## src/rtl/title_scroll_ctrl.sv

```systemverilog
// title_scroll_ctrl
// Sequences one line of the 12-slot title text renderer. A title of up to
// MAX_LEN character ROM base addresses is loaded into a small buffer. Titles
// that fit are shown left-aligned with blank padding. Longer titles scroll
// left one slot per step, dwelling at both ends. Slots only change on
// frame_tick so the picture never tears mid-frame.
//
// Ports:
//   clk        system/pixel clock
//   rst        synchronous, active-high reset
//   frame_tick one-cycle pulse per video frame (start of vertical blank)
//   load_start discard the current title and begin loading a new one
//   char_valid append char_data to the buffer (LOAD only)
//   char_data  ROM base address of the character being appended
//   load_done  commit the loaded length and start display
//   chars      packed slot addresses, slot 0 (leftmost) = bits [8:0]
//   busy       high while loading
//   scrolling  high while in HOLD_START, SCROLL or HOLD_END
//   overflow   sticky: a character was dropped because the buffer was full
module title_scroll_ctrl #(
    parameter int unsigned MAX_LEN     = 32,
    parameter int unsigned SLOTS       = 12,
    parameter int unsigned HOLD_FRAMES = 60,
    parameter int unsigned STEP_FRAMES = 15,
    parameter logic [8:0]  BLANK_ADDR  = 9'd0
) (
    input  logic                 clk,
    input  logic                 rst,
    input  logic                 frame_tick,
    input  logic                 load_start,
    input  logic                 char_valid,
    input  logic [8:0]           char_data,
    input  logic                 load_done,
    output logic [SLOTS*9-1:0]   chars,
    output logic                 busy,
    output logic                 scrolling,
    output logic                 overflow
);

    localparam int unsigned CW   = 9;
    localparam int unsigned PW   = $clog2(MAX_LEN + 1);
    localparam int unsigned PW1  = PW + 1;
    localparam int unsigned AW   = (MAX_LEN > 1) ? $clog2(MAX_LEN) : 1;
    localparam int unsigned FMAX = (HOLD_FRAMES > STEP_FRAMES) ? HOLD_FRAMES : STEP_FRAMES;
    localparam int unsigned FW   = (FMAX > 1) ? $clog2(FMAX) : 1;

    typedef enum logic [2:0] {
        S_IDLE,
        S_LOAD,
        S_STATIC,
        S_HOLD_START,
        S_SCROLL,
        S_HOLD_END
    } state_t;

    state_t               state_q;
    logic [PW-1:0]        wr_ptr_q;
    logic [PW-1:0]        len_q;
    logic [PW-1:0]        offset_q;
    logic [FW-1:0]        fcnt_q;
    logic [SLOTS*CW-1:0]  chars_q;
    logic [CW-1:0]        buf_mem [MAX_LEN];

    logic                 char_accept;
    logic                 char_drop;
    logic [PW-1:0]        commit_len;
    logic                 show;
    logic [SLOTS*CW-1:0]  slot_next;
    logic                 hold_last;
    logic                 step_last;
    logic [PW-1:0]        offset_inc;
    logic [PW-1:0]        offset_max;

    // load_start takes priority over any write or commit in the same cycle
    assign char_accept = (state_q == S_LOAD) && !load_start && char_valid
                         && (wr_ptr_q < PW'(MAX_LEN));
    assign char_drop   = (state_q == S_LOAD) && !load_start && char_valid
                         && (wr_ptr_q == PW'(MAX_LEN));

    // Committed length includes a character accepted alongside load_done
    assign commit_len  = wr_ptr_q + PW'(char_accept);

    assign show        = (state_q != S_IDLE) && (state_q != S_LOAD);
    assign hold_last   = (fcnt_q == FW'(HOLD_FRAMES - 1));
    assign step_last   = (fcnt_q == FW'(STEP_FRAMES - 1));
    assign offset_inc  = offset_q + PW'(1);
    assign offset_max  = len_q - PW'(SLOTS);

    // Title buffer: not reset, only written by accepted characters
    always_ff @(posedge clk) begin
        if (!rst && char_accept) begin
            buf_mem[AW'(wr_ptr_q)] <= char_data;
        end
    end

    // Per-slot source: one bit wider than offset so the length compare never wraps
    for (genvar g = 0; g < SLOTS; g++) begin : g_slot
        logic [PW1-1:0] pos;
        logic           in_range;
        assign pos      = PW1'(offset_q) + PW1'(g);
        assign in_range = show && (pos < PW1'(len_q));
        assign slot_next[g*CW +: CW] = in_range ? buf_mem[pos[AW-1:0]] : BLANK_ADDR;
    end

    // Control FSM with registered outputs; slots sample pre-update state on a tick
    always_ff @(posedge clk) begin
        if (rst) begin
            state_q   <= S_IDLE;
            wr_ptr_q  <= '0;
            len_q     <= '0;
            offset_q  <= '0;
            fcnt_q    <= '0;
            chars_q   <= {SLOTS{BLANK_ADDR}};
            busy      <= 1'b0;
            scrolling <= 1'b0;
            overflow  <= 1'b0;
        end else begin
            if (frame_tick) begin
                chars_q <= slot_next;
            end

            if (load_start) begin
                state_q   <= S_LOAD;
                wr_ptr_q  <= '0;
                offset_q  <= '0;
                fcnt_q    <= '0;
                overflow  <= 1'b0;
                busy      <= 1'b1;
                scrolling <= 1'b0;
            end else begin
                case (state_q)
                    S_LOAD: begin
                        if (char_accept) begin
                            wr_ptr_q <= wr_ptr_q + PW'(1);
                        end
                        if (char_drop) begin
                            overflow <= 1'b1;
                        end
                        if (load_done) begin
                            len_q <= commit_len;
                            busy  <= 1'b0;
                            if (commit_len == '0) begin
                                state_q <= S_IDLE;
                            end else if (commit_len <= PW'(SLOTS)) begin
                                state_q <= S_STATIC;
                            end else begin
                                state_q   <= S_HOLD_START;
                                offset_q  <= '0;
                                fcnt_q    <= '0;
                                scrolling <= 1'b1;
                            end
                        end
                    end

                    S_HOLD_START: begin
                        if (frame_tick) begin
                            if (hold_last) begin
                                fcnt_q  <= '0;
                                state_q <= S_SCROLL;
                            end else begin
                                fcnt_q <= fcnt_q + FW'(1);
                            end
                        end
                    end

                    S_SCROLL: begin
                        if (frame_tick) begin
                            if (step_last) begin
                                fcnt_q   <= '0;
                                offset_q <= offset_inc;
                                if (offset_inc == offset_max) begin
                                    state_q <= S_HOLD_END;
                                end
                            end else begin
                                fcnt_q <= fcnt_q + FW'(1);
                            end
                        end
                    end

                    S_HOLD_END: begin
                        if (frame_tick) begin
                            if (hold_last) begin
                                fcnt_q   <= '0;
                                offset_q <= '0;
                                state_q  <= S_HOLD_START;
                            end else begin
                                fcnt_q <= fcnt_q + FW'(1);
                            end
                        end
                    end

                    default: begin
                        // IDLE and STATIC: no counting, window pinned at the start
                        offset_q <= '0;
                        fcnt_q   <= '0;
                    end
                endcase
            end
        end
    end

    assign chars = chars_q;

endmodule

```

## config.mk

```make
export PLATFORM = sky130hd
export DESIGN_NAME = title_scroll_ctrl
export DESIGN_NICKNAME = d
export VERILOG_FILES = /design/src/rtl/title_scroll_ctrl.sv
export SDC_FILE = /design/constraint.sdc
export NUM_CORES = 1
export LEC_CHECK = 0
export BUFFER_PORTS_ARGS = -buffer_cell sky130_fd_sc_hd__buf_2
export CAP_MARGIN = 10
export CORE_MARGIN = 10
export CORE_UTILIZATION = 40
export DETAILED_ROUTE_END_ITERATION = 16
export RECOVER_POWER = 50
export SYNTH_ARGS = -nofsm -noshare
export SYNTH_HDL_FRONTEND = slang
export SYNTH_SLANG_ARGS = --single-unit
```

## constraint.sdc

```tcl
create_clock -name clk -period 4.2 [get_ports clk]
set_input_delay 0.84 -clock clk [delete_from_list [all_inputs] [get_ports clk]]
set_output_delay 0.84 -clock clk [all_outputs]
set_load 0.005 [all_outputs]
```

==> key figures <==
Status
  – Outcome: finished, violations left
  – Failing checks: capacitance limit, slew limit

Yosys
  – Netlist cell types: 70
  – Avg Cell Area, Syn: 12.74 um^2
  – FF+latch count, synth: about 430
  – Area leader, netlist: edfxtp_1
  – Post-synth EDFFs: about 290
  – Yosys warnings: 0
  – Area share of the largest cell type after synthesis: 29.03%
  – Area contributors post-synth: edfxtp_1 29%, mux4_2 29%, dfxtp_1 9.6%, mux2i_1 5.5%, nand2_1 3.7%
  – Ys async rst share: 0%
  – Synth Flop Type: edfxtp_1
  – Sequential fraction of the synthesis area: about 39%
  – Synthesized Nets: 2424
  – Mapped Cells: 2338
  – Synth Cell Area: 0.02979 mm^2

Job
  – # Max-Cap Violations: 6

Clock tree
  – Clock buffer depth: 3
  – Post-CTS Setup Inserts: 0
  – Clock transition at the registers of the reported paths: 0.07 ns
  – Hold Buf Count CTS: 0
  – H-tree depth: 2
  – Clock Latency Late Sink: approximately 0.64 ns
  – CTS Buf Count: 51
  – CTS sink cnt: 431
  – Root Buffer: clkbuf_16
  – CTS tree: built
  – Post_cts resized: 0

Route
  – Pre-Repair DR Iteration Count: 5
  – Final WL: 119.2 mm
  – Vias post-DR: 23.92k
  – Final antenna-violating net count: 0
  – Routed WL per cell: 34.56 um
  – Drt initial violations: 3520
  – Vias per cell: between 6 and 7
  – # DRC: 0

Power
  – Worst VDD drop: ~290 uV
  – Power Dens Cells: 283.8 mW/mm^2
  – Leakage: 10.85 nW

Timing
  – RSZ-0062 raised after global routing: no
  – Slew Viols, Final: 164
  – Setup WS post-layout: 0.5631 ns
  – Worst-margin pin slew: 1.737 ns
  – Final hold violation count: 0
  – Fmax achieved: 275.0 MHz
  – Slew headroom: -15.77%
  – Minimum clock period after layout: 3.637 ns
  – Setup-failing EPs final: 0
  – Setup TNS Final: 0 ns
  – Hold WS: 0.4527 ns
  – Setup Skew: 0.02453 ns
  – Crit share post-route: 86.59%

Die
  – Core area: 0.07420 mm^2
  – # IOs: ~130
  – Initial Util: 40.15%
  – Die X: 292.9 um
  – Die Y: around 290 um
  – Die Footprint: between 0.08 and 0.09 mm^2
  – FP Rows: 100

Critical path
  – Slowest stage delay, CP: between 0.6 and 0.7 ns
  – CP delay by family, top: compound AO/OA/AOI/OAI gates
  – CP max stage cell: buf_4
  – CP Cell Sequence: buf_4 > nand2_1 > xor2_1 > inv_2 > ha_1 > a21oi_1 > nor2b_1 > a2111oi_0 > nand3_1 > o221ai_1
  – Worst-path maximum fanout: 66
  – Setup crit end kind: flip-flop
  – CP Class: reg -> reg
  – Worst R2R Start: offset_q[1]$_SDFFE_PP0P_
  – CP Data Arrival Time: 4.18 ns
  – Worst Path Required: roughly 4.7 ns
  – RR Endpoint: chars[23]$_SDFFE_PP0P_
  – Register-to-Register Path Depth: 10
  – CP startpoint kind: flip-flop
  – Buf+Inv Stages, Crit Path: 2
  – Reg2reg setup slack: between 0.5 and 0.6 ns

Worst hold path
  – Hold wc startpoint: chars[101]$_SDFFE_PP0P_
  – Hold path endpoint: chars[101]$_SDFFE_PP0P_
  – Worst Hold Depth: 1
  – Worst hold path type: reg -> reg

Final layout
  – Fill cell count: 6661
  – Area occupied by registers: 0.01153 mm^2
  – Most common cell after layout, fill and taps aside: mux4_2
  – Most frequent cells in the layout: 381 x mux4_2, 291 x nand2_1, 288 x edfxtp_1, 163 x mux2i_1, 136 x dfxtp_1
  – Fraction of layout cells with a size suffix above 1: a little over a quarter
  – Nets: 2521
  – Synth-to-layout area growth: 11.79%
  – Final Core Density: 44.88%
  – Area of the multi-input gates: 0.01730 mm^2

Place
  – RePlAce Congestion: 1.052
  – Pre-CTS WS: 0.5524 ns
  – Dpl hpwl: 87.33 mm
  – I/O Buffers: 125

Global routing
  – GRT Resource Usage Total: 27.07%
  – Vias in the first global route: 22.16k
  – Initial antenna violation count: 6
  – Largest net degree at the start of global routing: 156
  – First-pass GRT wire length: 167.1 mm
  – Grt ovf: 0
## layout make-up
type | instances | share of cell area (%)
well taps | 969 | 3.641
multi-input cells | 1686 | 51.95
clock inverters | 28 | 1.093
clock buffers | 68 | 4.242
flip-flops and latches | 431 | 34.62
repair buffers | 228 | 4.020
diodes | 3 | 0.02254
inverters | 37 | 0.4171
## logic make-up after synthesis
family	after synthesis	share of synthesized area (%)
and+or+nand+nor	587	8.636
muxes	586	35.87
DFF	431	38.64
AOI/OAI and AO/OA	401	8.984
buffers and inverters	221	3.431
adders and majority gates	71	2.982
xor gates and xnor gates	41	1.457
## power by group
part / total (mW) / internal [mW] / switching [mW]
clock: 4.79 / 2.81 / 1.98
combinational: 0.131 / 0.0243 / 0.107
sequential: 4.53 / 4.52 / 0.00467
total: 9.45 / 7.35 / 2.09
## cell usage after synthesis (all sizes together), types with 8 or more instances
master    n
mux4    381
nand2   291
edfxtp  288
mux2i   163
dfxtp   143
nor2    122
o21ai   107
buf     104
a21oi    89
clkbuf   80
ha       71
nand3    60
mux2     42
o211ai   40
inv      36
o221ai   29
a22oi    28
a221o    27
xnor2    27
and2     23
nor3     20
a211oi   18
a21o     17
nor2b    17
nand4    16
xor2     14
and3      8
## worst max-delay path by stage
stage	startpoint	end	slack, ns	cells past startpoint
after floorplan	offset_q[0]$_SDFFE_PP0P_	chars[100]$_SDFFE_PP0P_	0.50	18
after global placement	load_start	fcnt_q[1]$_SDFFE_PP0P_	0.63	12
after detailed placement	load_start	fcnt_q[1]$_SDFFE_PP0P_	0.55	12
after CTS	offset_q[1]$_SDFFE_PP0P_	chars[23]$_SDFFE_PP0P_	0.63	10
after global routing	offset_q[1]$_SDFFE_PP0P_	chars[23]$_SDFFE_PP0P_	0.26	10
final	offset_q[1]$_SDFFE_PP0P_	chars[23]$_SDFFE_PP0P_	0.56	10
## flip-flops by register name (all words and copies together), names as in the netlist, named ones only
register / count
buf_mem: 288
chars: 108
fcnt_q: 6
scrolling: 1
busy: 1
overflow: 1
len_q: 6
state_q: 3
wr_ptr_q: 6
offset_q: 6
## worst register-to-register path, stage by stage (launching register included)
cell and delay (ns):
dfxtp_4 0.37, buf_4 0.63, nand2_1 0.20, xor2_1 0.27, inv_2 0.19, ha_1 0.33, a21oi_1 0.12, nor2b_1 0.05
a2111oi_0 0.58, nand3_1 0.46, o221ai_1 0.33
## per-layer routing
layer / global-route usage, % / wire [um] / part of all wire (%)
met1: 36.65 / 45210 / 38
met2: 39.76 / 51110 / 43
met3: 8.558 / 17100 / 14
met4: 11.14 / 5752 / 4.8
met5: 0 / 42 / 0.035
## metrics by stage
stage	std cells	total power, mW	instance area [um^2]
floorplan	2338	4.663	29790
global placement	3351	4.740	31670
detailed placement	3351	4.744	31670
CTS	3447	9.470	33450
global route	3447	9.644	33290
finish	3450	9.449	33300
Power figures use the tool's default switching activity.
